$ cat src/rtl/sipo_deser.sv
// Serial-in/parallel-out deserializer: LSB-first bit collection into a registered valid/ready word.
// Optional PARITY_CHECK_EN adds a trailing even-parity bit per frame and a parity_err sideband.
module sipo_deser #(
  parameter int WIDTH = 4,
  parameter int CNT_W = 3
) (
  input  logic             clk,
  input  logic             reset,
  input  logic             sin,
  input  logic             sin_en,
  output logic [WIDTH-1:0] pout,
  output logic             pout_valid,
  input  logic             pout_ready,
  output logic             parity_err,
  output logic             overrun
);

  localparam logic [CNT_W-1:0] LAST_BIT = CNT_W'(WIDTH - 1);

`ifdef PARITY_CHECK_EN
  typedef enum logic [0:0] {COLLECT = 1'b0, PARITY = 1'b1} state_t;
`else
  typedef enum logic [0:0] {COLLECT = 1'b0} state_t;
`endif

  state_t           state, next_state;
  logic [CNT_W-1:0] cnt, next_cnt;
  logic [WIDTH-1:0] sreg;
  logic [WIDTH-1:0] new_word;
  logic             shift_en;
  logic             word_done;

  // State register
  always_ff @(posedge clk) begin
    if (reset) begin
      state <= COLLECT;
      cnt   <= '0;
    end else begin
      state <= next_state;
      cnt   <= next_cnt;
    end
  end

  // Next-state logic
  always_comb begin
    next_state = state;
    next_cnt   = cnt;
    case (state)
      COLLECT: begin
        if (sin_en) begin
          if (cnt == LAST_BIT) begin
`ifdef PARITY_CHECK_EN
            next_state = PARITY;
            next_cnt   = cnt + CNT_W'(1);
`else
            next_cnt   = '0;
`endif
          end else begin
            next_cnt = cnt + CNT_W'(1);
          end
        end
      end
`ifdef PARITY_CHECK_EN
      PARITY: begin
        if (sin_en) begin
          next_state = COLLECT;
          next_cnt   = '0;
        end
      end
`endif
      default: begin
        next_state = COLLECT;
        next_cnt   = '0;
      end
    endcase
  end

  // Output logic: data bits shift only in COLLECT; the frame ends on its last strobe
  always_comb begin
    shift_en  = sin_en && (state == COLLECT);
`ifdef PARITY_CHECK_EN
    word_done = sin_en && (state == PARITY);
`else
    word_done = sin_en && (state == COLLECT) && (cnt == LAST_BIT);
`endif
  end

  always_ff @(posedge clk) begin
    if (reset) begin
      sreg <= '0;
    end else if (shift_en) begin
      sreg <= {sin, sreg[WIDTH-1:1]};
    end
  end

`ifdef PARITY_CHECK_EN
  // The parity bit is not shifted in, so sreg already holds the full word
  assign new_word = sreg;
`else
  assign new_word = {sin, sreg[WIDTH-1:1]};
`endif

  // Output register: a completing word loads unless an unaccepted word is still held
  always_ff @(posedge clk) begin
    if (reset) begin
      pout       <= '0;
      pout_valid <= 1'b0;
      overrun    <= 1'b0;
    end else if (word_done) begin
      if (!pout_valid || pout_ready) begin
        pout       <= new_word;
        pout_valid <= 1'b1;
      end else begin
        overrun <= 1'b1;
      end
    end else if (pout_valid && pout_ready) begin
      pout_valid <= 1'b0;
    end
  end

`ifdef PARITY_CHECK_EN
  logic perr_q;

  always_ff @(posedge clk) begin
    if (reset) begin
      perr_q <= 1'b0;
    end else if (word_done && (!pout_valid || pout_ready)) begin
      perr_q <= ^{sreg, sin};
    end
  end

  assign parity_err = perr_q;
`else
  assign parity_err = 1'b0;
`endif

endmodule

$ cat config.mk
export PLATFORM = sky130hd
export DESIGN_NAME = sipo_deser
export DESIGN_NICKNAME = d
export VERILOG_FILES = /design/src/rtl/sipo_deser.sv
export SDC_FILE = /design/constraint.sdc
export NUM_CORES = 1
export LEC_CHECK = 0
export ABC_AREA = 0
export BUFFER_PORTS_ARGS = -buffer_cell sky130_fd_sc_hd__buf_4
export CAP_MARGIN = 10
export CORE_AREA = 10 10 47 49
export CTS_CLUSTER_SIZE = 20
export DETAILED_ROUTE_END_ITERATION = 10
export DIE_AREA = 0 0 57 59
export PLACE_DENSITY_LB_ADDON = 0.15
export SYNTH_ARGS = -nofsm -noshare
export SYNTH_HDL_FRONTEND = slang
export SYNTH_SLANG_ARGS = --single-unit
$ cat constraint.sdc
create_clock -name clk -period 1.4 [get_ports clk]
set_clock_uncertainty 0.15 [all_clocks]
set_input_delay 0.07 -clock clk [delete_from_list [all_inputs] [get_ports clk]]
set_output_delay 0.07 -clock clk [all_outputs]
set_load 0.005 [all_outputs]
==> impl_metrics.csv <==
group,metric,value,unit
sta,fmax,767.9,MHz
place,dp_hpwl,681.3,microns
clock_network,cts-htree-levels,1,
pwr,power_density,937.6,nW/um^2
global_route,grt_use_total,6.315,%
die,core,1401,sq um
final_layout,final_common_cell,"buf_4",
critical_path,cp.arrival,1.36,ns
run,cap_viol_max_count,0,
clock_network,clock_latency,0.27,ns
die,die_y,59,microns
synthesis,syn_area,504.2,sq um
clock_network,clock_sinks,12,
die,rows,14,
synthesis,avgSynthCellArea,9.887,sq um
critical_path,cpMaxStageDelayCell,"dlygate4sd3_1",
final_layout,antenna_cells,0,
route,wirelength,926,microns
route,vias,391,
global_route,grt_max_degree,13,
synthesis,syn_inst,51,
sta,setup_slack,0.09768,ns
place,numPortBuffers,10,
clock_network,clkTransAtPathRegs,0.07,ns
die,initial_core_util,35.98,%
final_layout,final_cells,81,
pwr,ir_drop,655.7,uV
critical_path,required,1.46,ns
place,dp.cells,75,
clock_network,clockBufferDepth,2,
die,ioPinCount,12,
critical_path,slowest_delay,0.54,ns
sta,slew_violations,0,
sta,setup_viol,0,
die,dieArea,3363,sq um
route,drt_pass1_iterations,2,
pwr,p_leak,0.0002852,uW
final_layout,final_cell_mix,"buf_4, dfxtp_1, nor2_1",
final_layout,seq_area,242.7,sq um
sta,layout_min_cycle_time,1.302,ns
final_layout,final_nets,73,
clock_network,cts_buffers,3,
global_route,grt_pass1_vias,350,
sta,hold_viol,0,
clock_network,cts_tree,"yes",
sta,tns,0,ns
critical_path,path_max_fanout,10,
global_route,antenna_found_initial,0,
route,drt-initial-drc-count,4,
route,viasPerCell,4.827,
synthesis,seq_area_frac_synth,47.64,%
sta,whs,0.1229,ns
clock_network,root_buffer,"clkbuf_4",
synthesis,yosysUniqueCellTypes,20,
clock_network,postCtsSetupBuffers,0,
sta,fin_crit_sh,93.02,%
route,wl_per_cell,11.43,microns
die,die_w,57,microns
place,gp_congestion,0.6780,
route,antenna_left,0,
global_route,grt_pass1_wl,1621,microns
synthesis,synth_fp_nets,57,
global_route,overflow,0,
final_layout,nFillCells,145,
synthesis,synth_seq_cells,12,
final_layout,multi_input_area,245.2,sq um
route,drc,0,
critical_path,path_class,"input pin to flop",
critical_path,path_cells,"dlygate4sd3_1, buf_6, nand3b_4, or3b_1, a21oi_1",
final_layout,layout-drive-gt1-share,29.23,%
final_layout,syn_to_final_growth,30.52,%
synthesis,synth-warning-count,0,
place,pre_cts_ws,0.03378,ns
pwr,p_total,617.1,uW
min_path,hold_class,"input pin to flop",
run_status,status,"completed",
critical_path,crit_path_end_kind,"flop",
critical_path,start_kind,"input pin",
==> final timing paths <==
kind | from | cells past startpoint | endpoint | slack (ns)
worst max register to register | pout_valid$_SDFFE_PP0P_ | 4 | pout[2]$_SDFFE_PP0P_ | 0.11
worst min register to register | overrun$_SDFFE_PP0P_ | 2 | overrun$_SDFFE_PP0P_ | 0.33
worst min-delay path | pout_ready | 5 | pout_valid$_SDFFE_PP0P_ | 0.12
worst max-delay path | sin_en | 5 | pout[2]$_SDFFE_PP0P_ | 0.1
==> cells in the mapped netlist, drive strengths merged <==
| cell type | number | area [sq um] |
|---|---|---|
| a21oi | 5 | 25.02 |
| inv | 1 | 3.750 |
| clkbuf | 1 | 3.750 |
| nor2b | 2 | 12.51 |
| conb | 1 | 3.750 |
| nor2 | 7 | 26.28 |
| or3b | 4 | 35.03 |
| a31oi | 1 | 6.260 |
| o21ai | 4 | 20.02 |
| or2b | 1 | 7.510 |
| buf | 3 | 23.77 |
| and2b | 1 | 7.510 |
| a211oi | 1 | 7.510 |
| mux2i | 4 | 40.04 |
| dfxtp | 12 | 240.2 |
| a41oi | 1 | 8.760 |
| ha | 1 | 12.51 |
| nand3b | 1 | 20.02 |
==> sequential cells by signal (all words and copies together), names as in the netlist <==
| register | count |
|---|---|
| pout | 4 |
| cnt | 3 |
| sreg | 3 |
| overrun | 1 |
| pout_valid | 1 |
==> metrics by stage <==
stage / utilization [%] / cell area [sq um]
after detailed placement: 41.88 / 586.8
after floorplan: - / 504.2
after global routing: 46.96 / 658.1
after CTS: 45.63 / 639.4
final: 46.96 / 658.1
after global placement: 41.88 / 586.8
==> worst max-delay path: cells and delay by family <==
family	cells	cell delay [ns]
AO/OA/AOI/OAI	1	0.12
buffers and inverters	2	0.69
AND/OR/NAND/NOR	2	0.47
==> power breakdown <==
group / switching (uW) / internal [uW] / leakage (uW)
registers: 6.82 / 350 / 0.0000980
clock network: 107 / 99.6 / 0.0000138
logic: 23.2 / 30.1 / 0.000173
total: 137 / 480 / 0.000285
==> area by class of cell <==
cell class | instances | share of cell area, %
Clock buffer | 3 | 3.422
Timing Repair Buffer | 15 | 18.82
Tap cell | 16 | 3.042
Multi-Input combinational cell | 34 | 37.26
Sequential cell | 12 | 36.88
Inverter | 1 | 0.5703
==> kinds of logic after synthesis <==
kind of cell    synth area share (%)
simple gates                   21.59
compound gates                 13.40
flops                          47.64
buf+inv                        6.201
mux                            7.941
fa+ha+maj                      2.481
other cells                   0.7437
==> routing by layer <==
metal / vias up / global-route usage [%] / wire length (microns)
li1: 207 / - / -
met5: - / 0 / 0
met1: 173 / 7.160 / 411
met2: 9 / 8.062 / 402
met3: 2 / 5.365 / 102
met4: 0 / 3.020 / 9
==> repair_timing <==
item                                   4_1_cts  5_1_grt
endpoints found under the hold margin       12        0
hold buffers                                 3        0
setup endpoints to repair                    0        5
gates resized for setup                      0        5
No activity file was read; power rests on OpenSTA's default activity.
